## config.mk

```make
export PLATFORM = sky130hd
export DESIGN_NAME = gray_to_binary_rx
export DESIGN_NICKNAME = d
export VERILOG_FILES = /design/src/rtl/gray_pkg.sv /design/src/rtl/gray_to_binary_df.sv /design/src/rtl/gray_to_binary_rx.sv
export SDC_FILE = /design/constraint.sdc
export NUM_CORES = 1
export LEC_CHECK = 0
export ABC_CLOCK_PERIOD_IN_PS = 6300
export BUFFER_PORTS_ARGS = -buffer_cell sky130_fd_sc_hd__buf_4
export CAP_MARGIN = 20
export CORE_ASPECT_RATIO = 1.5
export CORE_MARGIN = 4
export CORE_UTILIZATION = 35
export CTS_BUF_LIST = sky130_fd_sc_hd__clkbuf_8
export DETAILED_ROUTE_END_ITERATION = 7
export PLACE_DENSITY = 0.57
export REMOVE_ABC_BUFFERS = 1
export SETUP_SLACK_MARGIN = 0.2
export SYNTH_ARGS = -nofsm -noshare
export SYNTH_HDL_FRONTEND = slang
export SYNTH_SLANG_ARGS = --single-unit
```

## constraint.sdc

```tcl
create_clock -name clk -period 6.3 [get_ports clk]
set_input_delay 0.63 -clock clk [delete_from_list [all_inputs] [get_ports clk]]
set_output_delay 0.63 -clock clk [all_outputs]
set_load 0.02 [all_outputs]
```

## src/rtl/gray_pkg.sv

```systemverilog
// -----------------------------------------------------------------------------
// gray_pkg
// Shared helpers for the Gray-code receive path.
//   DEFAULT_WIDTH : default Gray/binary word width
//   MAX_WIDTH     : widest word the helper functions handle
//   gray2bin()    : Gray -> binary on a zero-extended MAX_WIDTH word
//   popcount()    : number of set bits in a MAX_WIDTH word
// -----------------------------------------------------------------------------
package gray_pkg;

  localparam int unsigned DEFAULT_WIDTH = 4;
  localparam int unsigned MAX_WIDTH     = 32;
  localparam int unsigned CNT_WIDTH     = 6;

  // Zero upper bits decode to zero, so a narrower word decodes correctly
  // when it is zero-extended to MAX_WIDTH before the call.
  function automatic logic [MAX_WIDTH-1:0] gray2bin(input logic [MAX_WIDTH-1:0] gray);
    logic [MAX_WIDTH-1:0] bin;
    bin[MAX_WIDTH-1] = gray[MAX_WIDTH-1];
    for (int unsigned i = MAX_WIDTH - 1; i > 0; i--) begin
      bin[i-1] = bin[i] ^ gray[i-1];
    end
    return bin;
  endfunction

  function automatic logic [CNT_WIDTH-1:0] popcount(input logic [MAX_WIDTH-1:0] v);
    logic [CNT_WIDTH-1:0] cnt;
    cnt = '0;
    for (int unsigned i = 0; i < MAX_WIDTH; i++) begin
      cnt = cnt + {{(CNT_WIDTH-1){1'b0}}, v[i]};
    end
    return cnt;
  endfunction

endpackage

```

## src/rtl/gray_to_binary_df.sv

```systemverilog
// -----------------------------------------------------------------------------
// gray_to_binary_df
// Purely combinational Gray -> binary decoder.
//   g : Gray-coded word (WIDTH bits)
//   b : decoded binary word (WIDTH bits)
// -----------------------------------------------------------------------------
module gray_to_binary_df
  import gray_pkg::*;
#(
  parameter int unsigned WIDTH = DEFAULT_WIDTH
) (
  input  logic [WIDTH-1:0] g,
  output logic [WIDTH-1:0] b
);

  logic [MAX_WIDTH-1:0] g_ext;
  logic [MAX_WIDTH-1:0] b_ext;

  always_comb begin
    g_ext = MAX_WIDTH'(g);
    b_ext = gray2bin(g_ext);
    b     = b_ext[WIDTH-1:0];
  end

endmodule

```

## src/rtl/gray_to_binary_rx.sv

```systemverilog
// -----------------------------------------------------------------------------
// gray_to_binary_rx
// Receives a stream of Gray-coded samples, decodes each to binary through a
// two-stage pipeline and reports the modulo-2^WIDTH delta from the previous
// sample together with a flag for an illegal (multi-bit) Gray step.
//   clk      : clock, rising edge
//   rst_n    : asynchronous active-low reset
//   clr      : synchronous flush of pipeline and history
//   g        : Gray-coded sample          g_valid / g_ready : input handshake
//   b        : decoded binary value
//   delta    : (b - previous b) mod 2^WIDTH
//   step_err : Hamming distance from the previous Gray sample exceeds one
//   first    : first sample since reset/clr (no history to compare against)
//   b_valid / b_ready : output handshake
// -----------------------------------------------------------------------------
module gray_to_binary_rx
  import gray_pkg::*;
#(
  parameter int unsigned WIDTH = DEFAULT_WIDTH
) (
  input  logic             clk,
  input  logic             rst_n,
  input  logic             clr,
  input  logic [WIDTH-1:0] g,
  input  logic             g_valid,
  output logic             g_ready,
  output logic [WIDTH-1:0] b,
  output logic [WIDTH-1:0] delta,
  output logic             step_err,
  output logic             first,
  output logic             b_valid,
  input  logic             b_ready
);

  // Stage 1: raw Gray sample
  logic             s1_valid;
  logic [WIDTH-1:0] g1;

  // History of the last sample that entered stage 2
  logic             have_prev;
  logic [WIDTH-1:0] prev_g;
  logic [WIDTH-1:0] prev_b;

  logic             in_hs;
  logic             adv;
  logic [WIDTH-1:0] dec_b;
  logic [MAX_WIDTH-1:0] diff_ext;
  logic             multi_bit;

  gray_to_binary_df #(.WIDTH(WIDTH)) u_dec (
    .g (g1),
    .b (dec_b)
  );

  // Ready looks through the output register so a full pipeline keeps
  // streaming when downstream is ready.
  always_comb begin
    g_ready   = !clr && (!s1_valid || !b_valid || b_ready);
    in_hs     = g_valid && g_ready;
    adv       = s1_valid && (!b_valid || b_ready);
    diff_ext  = MAX_WIDTH'(g1 ^ prev_g);
    multi_bit = (popcount(diff_ext) > CNT_WIDTH'(1));
  end

  // Stage 1. An accepted sample and a stage-2 advance can coincide; the new
  // sample simply replaces the one moving on.
  always_ff @(posedge clk or negedge rst_n) begin
    if (!rst_n) begin
      s1_valid <= 1'b0;
      g1       <= '0;
    end else if (clr) begin
      s1_valid <= 1'b0;
    end else if (in_hs) begin
      s1_valid <= 1'b1;
      g1       <= g;
    end else if (adv) begin
      s1_valid <= 1'b0;
    end
  end

  // Stage 2 and history
  always_ff @(posedge clk or negedge rst_n) begin
    if (!rst_n) begin
      b_valid   <= 1'b0;
      b         <= '0;
      delta     <= '0;
      step_err  <= 1'b0;
      first     <= 1'b0;
      have_prev <= 1'b0;
      prev_g    <= '0;
      prev_b    <= '0;
    end else if (clr) begin
      b_valid   <= 1'b0;
      have_prev <= 1'b0;
    end else if (adv) begin
      b_valid   <= 1'b1;
      b         <= dec_b;
      first     <= !have_prev;
      delta     <= have_prev ? (dec_b - prev_b) : '0;
      step_err  <= have_prev && multi_bit;
      have_prev <= 1'b1;
      prev_g    <= g1;
      prev_b    <= dec_b;
    end else if (b_ready) begin
      b_valid   <= 1'b0;
    end
  end

endmodule

```

==> out/qor.txt <==
Cells after Synth: 84
overall die height: 73.7 um
max-slew violation count: 0
Mean Syn Cell Area: 12.0 um^2
final core occ: 45.6%
register bit total from synthesis: 20
Fin Hold WS: 0.238 ns
critical path fanouts, max: 13
Post-DRT Antenna Nets: 0
Slew Limit Headroom: 50.5%
post-synth top area share: 49.6%
Leak Pwr: 0.000562 uW
critical path launch point type: input pin
Clock transition at path regs: 0.07 ns
crit-path cells: buf_4, nor2b_1, a21oi_1, buf_4
CTS resizes: 0
initial antenna violation count: 0
Final Critical Period: 2.30 ns
final setup fails: 0
post-synthesis mux area share: 8.93%
skew final: 0.000830 ns
dpl ws: 3.97 ns
commonest non-fill, non-tap cells in the layout: dfrtp_1 (20), buf_4 (20), o21ai_0 (11)
CP max stage cell: nor2b_1
DRC: 0
Post-CTS Hold Buffers: 0
CP Buf/Inv Count: 2
clk sinks: 20
sequential-to-total area share from yosys stat: 49.6%
Max VDD drop: 0.000194 V
largest family of logic cells by synthesized area: compound AO/OA/AOI/OAI gates
worst r2r src: g1[3]
Port-buffer cells: 20
CP top delay family: simple AND/OR/NAND/NOR gates
CTS buffer count: 3
unrepaired setup endpoints after global routing: no
P&R area growth vs syn: 22.3%
Vias/cell: 4.96
post-synth top area cell: dfrtp_1
vias in the first global route: 715
Worst-Margin Slew: 0.741 ns
initial cell density of the core: 37.3%
Post-Synth XOR/XNOR Area: 9.18%
CP dominant cell by count: buf_4
# H-tree levels: 1
Worst EP arrival: 1.67 ns
Core ar.: 2710 um^2
GRT Overall Usage: 10.8%
slack of the critical path: 4.00 ns
die area: 3820 um^2
Area contributors post-synth: dfrtp_1 (50%), mux2_2 (8.9%), o21ai_0 (5.5%)
FP Rows: 23
CP endpoint kind: output port
max incr delay on CP: 0.57 ns
area post-placement: 1180 um^2
PwrDens: 376 nW/um^2
GRT overflow: 0
largest net degree at the start of global routing: 21
Final period util: 36.5%
setup bufs post-CTS: 0
R2R Path End: delta[2]
clock buffer depth: 2
Total Wirelength: 1760 um
Root Driver: clkbuf_8
CP required: 5.67 ns
fmax: 435 MHz
first-pass GRT wire length: 3110 um
nets: 119
wire length per cell: 12.5 um
Netlist Area Pre-Place: 1010 um^2
synth unique cells: 26
Skew-Pair Late Insertion Delay: 0.25 ns
Simple-Gate Fraction of Synth Area: 7.07%
via count: 699
critical path type: in -> out
Hold WC Path Type: in -> async
dpl hpwl: 1390 um
final instance area: 1230 um^2
layout cells sized above 1: 36.5%
Hold Vio Cnt, Final: 0
Post-Synth Adder-Cell Area: 7.69%
max_cap viols: 0
initial DRC count: 7
r2r setup slk: 4.11 ns
status: completed
Reg2Reg Depth: 8
top-level I/O count: 21
Horiz. Die Dim: 51.8 um
Inserted Diodes: 0
RD Place Congestion: 0.761
synth warn: 0
Fin Setup TNS: 0 ns
Synth Area in Compound Gates: 13.0%
First-pass DRT Iterations: 4
TritonCTS clock tree: done
-- how the worst max path moves through the flow --
stage,endpoint,slack (ns),cells after the start,from
2_1_floorplan,delta[2],4.25,8,g1[3]
3_3_place_gp,g_ready,4.05,4,b_ready
3_5_place_dp,g_ready,3.97,4,b_ready
4_1_cts,g_ready,3.98,4,b_ready
5_1_grt,g_ready,3.88,4,b_ready
6_report,g_ready,4.00,4,b_ready
-- routing by layer --
layer	vias to the layer above	track usage [%]	part of all wire, %
met2	16	17.8	52
met4	0	3.50	1.5
met3	4	2.43	4.5
met5	-	0	0
met1	352	13.9	42
li1	327	-	-
-- cells by family (layout without fill, tap and decap cells) --
logic type               after synthesis  count (layout)
buffers and inverters                  9              29
AND/OR/NAND/NOR                       12              12
AO/OA/AOI/OAI                         22              22
adder cells (fa/ha/maj)                5               5
flip-flops                            20              20
multiplexers                           8               8
XOR/XNOR                               8               8
-- synth_stat cells --
master,instances
o21ai_0,11
xnor2_1,4
o21ai_2,1
a21oi_1,4
and3b_1,1
buf_6,1
o41ai_1,1
nand2b_1,1
nor2b_1,1
xor2_1,1
inv_1,4
inv_2,1
o31ai_1,3
a22o_1,1
nor3_1,2
a21boi_0,1
xor2_2,3
fa_1,2
nor2_1,3
nand3b_1,3
mux2_2,8
dfrtp_1,20
buf_4,1
clkbuf_1,2
or2_2,1
ha_1,3
-- flip-flops by register name (all words and copies together) (netlist names) --
name and cells:
first 1, prev_g 4, prev_b 3, s1_valid 1, delta 4, b_valid 1, step_err 1, g1 4
have_prev 1
-- power breakdown --
group	total [uW]	leakage (uW)	switching [uW]	internal [uW]
combinational	186	0.000284	96.6	88.9
sequential	182	0.000249	23.8	158
clock	96.3	0.0000288	40.7	55.6
total	464	0.000562	161	303
-- per-stage QoR --
step	cells	power [uW]
2_1_floorplan	80	310
3_3_place_gp	137	372
3_5_place_dp	137	376
4_1_cts	141	474
5_1_grt	141	503
6_report	141	464
-- final cells by class --
| cell class | instances | area (um^2) |
|---|---|---|
| fill | 277 | 1470 |
| timing repair buffer | 20 | 150 |
| sequential | 20 | 500 |
| tap | 37 | 46.3 |
| inverter | 5 | 18.8 |
| clock buffer | 4 | 55.1 |
| multi-input combinational | 55 | 463 |
Power figures use the tool's default switching activity.
